$ cat config.mk
export PLATFORM = sky130hd
export DESIGN_NAME = mux2_rr_arbiter_flat
export DESIGN_NICKNAME = d
export VERILOG_FILES = /design/src/rtl/mux2_rr_arbiter_pkg.sv /design/src/rtl/mux2_rr_arbiter_if.sv /design/src/rtl/mux2_rr_arbiter_grant.sv /design/src/rtl/mux2_rr_arbiter.sv /design/src/flat_wrapper.sv
export SDC_FILE = /design/constraint.sdc
export NUM_CORES = 1
export LEC_CHECK = 0
export ABC_CLOCK_PERIOD_IN_PS = 1500
export BUFFER_PORTS_ARGS = -buffer_cell sky130_fd_sc_hd__buf_4
export CAP_MARGIN = 40
export CORE_AREA = 3 3 40 42
export DETAILED_ROUTE_END_ITERATION = 8
export DIE_AREA = 0 0 43 45
export PLACE_DENSITY_LB_ADDON = 0.25
export SYNTH_ARGS = -nofsm -noshare
export SYNTH_HDL_FRONTEND = slang
export SYNTH_SLANG_ARGS = --single-unit
$ cat constraint.sdc
create_clock -name clk -period 1.5 [get_ports clk]
set_input_delay 0.075 -clock clk [delete_from_list [all_inputs] [get_ports clk]]
set_output_delay 0.075 -clock clk [all_outputs]
set_load 0.03 [all_outputs]
$ cat src/rtl/mux2_rr_arbiter_pkg.sv
// Shared definitions for the two-channel round-robin arbiter slice.
package mux_pkg;

  localparam logic SEL_D0 = 1'b0;
  localparam logic SEL_D1 = 1'b1;
  localparam int   MUX_W  = 2;

  typedef enum logic {
    EMPTY = 1'b0,
    FULL  = 1'b1
  } state_t;

endpackage

$ cat src/rtl/mux2_rr_arbiter_if.sv
// Valid/ready bundle for mux2_rr_arbiter: two input channels, one registered output.
interface mux2_rr_arbiter_if
  import mux_pkg::*;
#(
  parameter int WIDTH = MUX_W
);

  logic [WIDTH-1:0] d0;
  logic             d0_valid;
  logic             d0_ready;
  logic [WIDTH-1:0] d1;
  logic             d1_valid;
  logic             d1_ready;
  logic [WIDTH-1:0] out;
  logic             out_valid;
  logic             out_ready;
  logic             sel;

  // master: sources d0/d1 and consumes out
  modport master (
    output d0, d0_valid, d1, d1_valid, out_ready,
    input  d0_ready, d1_ready, out, out_valid, sel
  );

  modport slave (
    input  d0, d0_valid, d1, d1_valid, out_ready,
    output d0_ready, d1_ready, out, out_valid, sel
  );

endinterface

$ cat src/rtl/mux2_rr_arbiter_grant.sv
// rr_grant2: combinational two-requester round-robin grant; last = previous winner.
module rr_grant2 (
  input  logic [1:0] req,
  input  logic       last,
  input  logic       en,
  output logic [1:0] gnt
);

  // A contested request goes to the channel that did not win last time.
  always_comb begin
    gnt    = '0;
    gnt[0] = en & req[0] & (~req[1] | last);
    gnt[1] = en & req[1] & (~req[0] | ~last);
  end

endmodule

$ cat src/rtl/mux2_rr_arbiter.sv
// Two-channel round-robin arbiter with a one-entry registered output stage.
// Optional MUX2_RR_ARBITER_STATS_EN adds saturating per-channel grant counters.
module mux2_rr_arbiter
  import mux_pkg::*;
#(
  parameter int WIDTH = MUX_W
) (
  input  logic        clk,
  input  logic        rst_n,
  mux2_rr_arbiter_if.slave bus
`ifdef MUX2_RR_ARBITER_STATS_EN
  ,
  output logic [7:0]  gnt_cnt0,
  output logic [7:0]  gnt_cnt1
`endif
);

  state_t     state;
  state_t     state_nx;
  logic       last_grant;
  logic [1:0] gnt;
  logic       can_load;
  logic       load;
  logic       winner;

  // Gated by rst_n so no input is acknowledged while reset is asserted.
  always_comb begin
    can_load = rst_n & ((state == EMPTY) | bus.out_ready);
  end

  rr_grant2 u_grant (
    .req  ({bus.d1_valid, bus.d0_valid}),
    .last (last_grant),
    .en   (can_load),
    .gnt  (gnt)
  );

  always_ff @(posedge clk or negedge rst_n) begin
    if (!rst_n) state <= EMPTY;
    else        state <= state_nx;
  end

  always_comb begin
    state_nx = state;
    case (state)
      EMPTY:   if (load) state_nx = FULL;
      FULL:    if (bus.out_ready && !load) state_nx = EMPTY;
      default: state_nx = EMPTY;
    endcase
  end

  always_comb begin
    load          = |gnt;
    winner        = gnt[1] ? SEL_D1 : SEL_D0;
    bus.d0_ready  = gnt[0];
    bus.d1_ready  = gnt[1];
    bus.out_valid = (state == FULL);
  end

  always_ff @(posedge clk or negedge rst_n) begin
    if (!rst_n) begin
      bus.out    <= '0;
      bus.sel    <= SEL_D0;
      last_grant <= SEL_D1;
    end else if (load) begin
      bus.out    <= (winner == SEL_D1) ? bus.d1 : bus.d0;
      bus.sel    <= winner;
      last_grant <= winner;
    end
  end

`ifdef MUX2_RR_ARBITER_STATS_EN
  always_ff @(posedge clk or negedge rst_n) begin
    if (!rst_n) begin
      gnt_cnt0 <= '0;
      gnt_cnt1 <= '0;
    end else begin
      if (gnt[0] && gnt_cnt0 != '1) gnt_cnt0 <= gnt_cnt0 + 8'd1;
      if (gnt[1] && gnt_cnt1 != '1) gnt_cnt1 <= gnt_cnt1 + 8'd1;
    end
  end
`endif

endmodule
$ cat src/flat_wrapper.sv
// flat-port wrapper written by rule: the top's interface ports become plain ports
module mux2_rr_arbiter_flat import mux_pkg::*;
#(
  parameter int WIDTH = MUX_W
)
  (clk, rst_n, bus_d0, bus_d0_valid, bus_d1, bus_d1_valid, bus_out_ready, bus_d0_ready, bus_d1_ready, bus_out, bus_out_valid, bus_sel);
  mux2_rr_arbiter_if #(.WIDTH(WIDTH)) bus_i ();
  input  logic clk;
  input  logic rst_n;
  input wire logic [$bits(bus_i.d0)-1:0] bus_d0;
  input wire logic [$bits(bus_i.d0_valid)-1:0] bus_d0_valid;
  input wire logic [$bits(bus_i.d1)-1:0] bus_d1;
  input wire logic [$bits(bus_i.d1_valid)-1:0] bus_d1_valid;
  input wire logic [$bits(bus_i.out_ready)-1:0] bus_out_ready;
  output wire logic [$bits(bus_i.d0_ready)-1:0] bus_d0_ready;
  output wire logic [$bits(bus_i.d1_ready)-1:0] bus_d1_ready;
  output wire logic [$bits(bus_i.out)-1:0] bus_out;
  output wire logic [$bits(bus_i.out_valid)-1:0] bus_out_valid;
  output wire logic [$bits(bus_i.sel)-1:0] bus_sel;
  assign bus_i.d0 = bus_d0;
  assign bus_i.d0_valid = bus_d0_valid;
  assign bus_i.d1 = bus_d1;
  assign bus_i.d1_valid = bus_d1_valid;
  assign bus_i.out_ready = bus_out_ready;
  assign bus_d0_ready = bus_i.d0_ready;
  assign bus_d1_ready = bus_i.d1_ready;
  assign bus_out = bus_i.out;
  assign bus_out_valid = bus_i.out_valid;
  assign bus_sel = bus_i.sel;
  mux2_rr_arbiter #(.WIDTH(WIDTH)) u_core (.clk(clk), .rst_n(rst_n), .bus(bus_i));
endmodule
After elaboration in Yosys (flattened, before gate mapping)
Index checks and enable logic that the tools add are counted.

storage, ports and cells
  register bits = 5
  bits of input ports = 9
  output and inout bits = 6
  word-level logic and storage cells = 24

cells by class
  muxes and demuxes = 5
  bitwise operators = 12
  reductions and logical operators = 3

operators by type and width
  cell               number
  $and 1x1->1        5
  $not 1->1          4
  $mux 1             3
  $or 1x1->1         3
  $mux 2             1
  $pmux 1 s2         1
  $reduce_or 2->1    1
  $logic_and 1x1->1  1
  $logic_not 1->1    1

Depth between registers and ports, before layout
  depth after elaboration = 10
  mapped depth = 5
  depth with buffers taken out = 4

By module
From an unflattened synthesis, not the netlist that was laid out.

unflattened totals
  cell total of the unflattened synthesis = 22
  area total of the unflattened synthesis = 225.2 um2

by module, submodules not included
  module           times used  cells an instance  area an instance (um2)  sequential area each (um2)
  mux2_rr_arbiter  1           17                 203.9                   126.4
  rr_grant2        1           5                  21.3                    0.0

Least setup slack after synthesis
OpenSTA, ideal clock, no wires.

  kind = register to register
  start = reg u_core.state, in the netlist u_core.bus.out_valid
  end = reg u_core.bus.sel
  library setup time = 65 ps
  arrival time = 1,507 ps
  data required time = 1,435 ps
  setup slack = -72 ps
  stages on the path, launching flop included = 6
  buffers on the path = 1
  period minus slack after synthesis = 1,572 ps
  cells stage by stage = dfrtp_1 > nor2b_4 > buf_6 > or3_1 > inv_1 > a21o_1

between the ends
  cells in the longest elaborated chain, start to end = 6
  elaborated cells on any way between the ends = 9
  classes of those cells = 1 x mux; 7 x bitwise; 1 x reduce/logical

ends and longest elaborated chain
  what                                       RTL line                                      text
  start, declared                            mux2_rr_arbiter.sv:18                         state_t state;
  start signal, assigned                     mux2_rr_arbiter.sv:40                         else state <= state_nx;
  $not 1->1 *                                -
  $or 1x1->1 *                               mux2_rr_arbiter.sv:28                         can_load = rst_n & ((state == EMPTY) | bus.out_ready);
  $and 1x1->1 *                              mux2_rr_arbiter.sv:28
  $and 1x1->1 * (2 in a row)                 mux2_rr_arbiter_grant.sv:13                   gnt[1] = en & req[1] & (~req[0] | ~last);
  named net bus_d1_ready                     flat_wrapper.sv:16                            output wire logic [$bits(bus_i.d1_ready)-1:0] bus_d1_ready;
  $mux 1 or $reduce_or 2->1 (tied branches)  mux2_rr_arbiter.sv:54, mux2_rr_arbiter.sv:53
  end signal, assigned                       mux2_rr_arbiter.sv:67                         bus.sel <= winner;
  end, declared                              mux2_rr_arbiter_if.sv:27                      output d0_ready, d1_ready, out, out_valid, sel

Mark *: on every way through the listed nets, which the timed path passes. The rest lies on a longest branch.
A chain may end at the register's enable or synchronous reset.

Worst setup path after layout
  start = reg u_core.state, in the netlist u_core.bus.out_valid
  end = out bus_d0_ready

between the ends
  cells in the longest elaborated chain, start to end = 5

ends and longest elaborated chain
  what                      RTL line                     text
  $not 1->1                 -
  $or 1x1->1                mux2_rr_arbiter.sv:28
  $and 1x1->1               mux2_rr_arbiter.sv:28
  $and 1x1->1 (2 in a row)  mux2_rr_arbiter_grant.sv:12  gnt[0] = en & req[0] & (~req[1] | last);
  end, declared             flat_wrapper.sv:15           output wire logic [$bits(bus_i.d0_ready)-1:0] bus_d0_ready;

Every way passes these cells.

==> results.yml <==
die:
  start_util_pct: 22.40
  die_h_microns: 45
  die_area_sq_um: 1935
  ios: 15
  fp.dieW_microns: 43
  core_sq_um: 1285
  fp-row-count: 13
sta:
  period_needed_ps: 1557
  rsz0062_at_grt: "true"
  fin_ws_ps: -57.27
  max-slew-margin-rel_pct: 80.74
  post-route-period-util_pct: 103.8
  setup_viol: 2
  clock_skew_ps: 5.457
  slew_viol_final: 0
  hold_violations: 0
  tightest_slew_ps: 285.2
  max_freq_ghz: 0.6421
clocking:
  clock_path_buffers: 2
  path_clk_slew_ps: 40
  clock-sinks: 5
  insertion_delay_ps: 240
  cts_max_level: 1
  cts_root_buf: "clkbuf_4"
  cts_tree: "yes"
  cts-buffers-inserted: 3
  post-cts-setup-buffer-count: 0
layout:
  area_growth_pct: 54.35
  final_cell_mix: "buf_4, clkbuf_4, dfrtp_1"
  nets: 56
  drive_above_1_share_pct: 54.35
  multi_input_area_sq_um: 137.6
  fill_cells: 132
  n_antenna_cell: 0
  finalInstanceArea_sq_um: 444.2
  final_common_cell: "buf_4"
  post-route-util_pct: 34.57
  ff_latch_area_sq_um: 127.6
min_path:
  hold_path.class: "in2reg"
setup_path:
  worstSetupPathType: "reg2out"
  crit_path_end: "bus_d0_ready"
  r2r-start: "u_core.bus.out_valid"
  worstPathRequired_ps: 1420
  critPathMaxFanout: 9
  r2r_slack_ps: 160
  reg2regPathDepth: 3
  critPathLaunch: "u_core.bus.out_valid"
  crit_path_start_kind: "register"
  cp_data_arrival_time_ps: 1480
  r2r-end: "u_core.bus.sel"
  endpoint_kind: "primary output"
place:
  place_area_sq_um: 401.6
  hpwl_microns: 522.3
  place.gp.congestion: 0.7305
  port_buffers: 14
run_status:
  outcome: "complete, but fails checks"
  failed_checks: "negative setup slack"
synthesis:
  netlist.top_cell.by_area: "dfrtp_1"
  ys_seq_area_share_pct: 43.91
  syn_area_per_cell_sq_um: 10.28
  synth_top_area_share_pct: 34.78
  synth_nets: 37
  synth_area_sq_um: 287.8
  netlist_top_cells_area: "dfrtp_1, dfstp_2, o41ai_1"
  yosys_register_bits: 5
  synth_warnings: 0
  yosys.cell_types.count: 16
  synth_cells: 28
routing:
  wl_microns: 630
  wire_per_inst_microns: 10.33
  route.detailed.drc: 0
  viasPerCell: 4.590
  vias: 280
  dr.pass1.iters: 4
  antenna_left: 0
  drt-initial-drc-count: 3
global_routing:
  antenna_found_initial: 0
  grt_pass1_wl_microns: 1028
  grt_pass1_vias: 250
  globalRoute.totalOverflow: 0
  grt_max_degree: 10
  globalRouteTotalUtil_pct: 7.358
power_and_ir_drop:
  power.leakage_nw: 0.2184
  peakVddDrop_v: 0.0004079
  power.density_nw_per_um2: 1379
flow_run:
  max_cap_viol_count: 0
[Yosys cell counts]
library cell,instances
dfrtp_1,4
inv_1,4
a21o_1,2
a31oi_1,2
nand2_1,2
nor4_1,2
o41ai_1,2
or4_1,2
a21bo_2,1
buf_6,1
dfstp_2,1
nand3b_1,1
nor2b_1,1
nor2b_4,1
or3_1,1
or4_4,1
[per-stage QoR]
step	setup TNS (ps)	setup WS, ps	power, mW	hold slack, ps	cells
after floorplan	0	2.079	0.3670	-220.6	28
after global placement	0	163.7	0.4558	-115.7	56
after detailed placement	0	156.7	0.4563	-115.1	56
after CTS	-106.8	-68.04	0.6218	106.9	61
after global routing	-210.7	-117.9	0.6535	140.2	61
final	-86.03	-57.27	0.6124	112.2	61
[layer usage]
metal	wire (microns)	global-route usage, %
met1	252	8.780
met3	96	4.382
met2	269	10.48
met4	11	3.614
met5	0	0
[kinds of logic after synthesis]
logic type	count (synthesis)	share of synthesized area, %
DFF	5	43.92
AOI/OAI and AO/OA	7	19.13
buffers and inverters	5	9.129
and+or+nand+nor	11	27.83
[report_power, final]
group	internal (mW)	switching [mW]	total (mW)
logic	0.111	0.139	0.251
clock network	0.100	0.0524	0.153
registers	0.183	0.0255	0.209
total	0.395	0.217	0.612
[registers in the layout, summed over array words and instances, names as in the netlist]
name	cells
u_core.bus.out	2
u_core.bus.out_valid	1
u_core.bus.sel	1
u_core.last_grant	1
[worst min path at each step]
stage | startpoint | to | slack [ps] | depth (start not counted)
6_report | bus_d1[1] | u_core.bus.out[1] | 110 | 3
5_1_grt | bus_d1[1] | u_core.bus.out[1] | 140 | 3
4_1_cts | bus_d1[1] | u_core.bus.out[1] | 110 | 3
3_5_place_dp | rst_n | u_core.bus.out[1] | -120 | 1
3_3_place_gp | rst_n | u_core.bus.out[0] | -120 | 1
2_1_floorplan | rst_n | u_core.bus.out[0] | -220 | 0
[area by class of cell]
cell class                 instances  area share, %
clock buffer                       4          5.915
inverter                           4          3.380
multi-input combinational         18          30.99
sequential                         5          28.73
tap                               15          4.225
timing repair buffer              15          26.76
[critical path, stage by stage, from the launching register on]
cell     delay (ps)
dfrtp_2         390
nor2b_4         150
or4_4           510
inv_2            70
buf_6           120
[timing repair]
action                                 in CTS  in global routing
gates resized for setup                     3                  0
hold buffers                                1                  0
endpoints found under the hold margin       5                  0
setup endpoints to repair                   2                  2
Power figures use the tool's default switching activity.
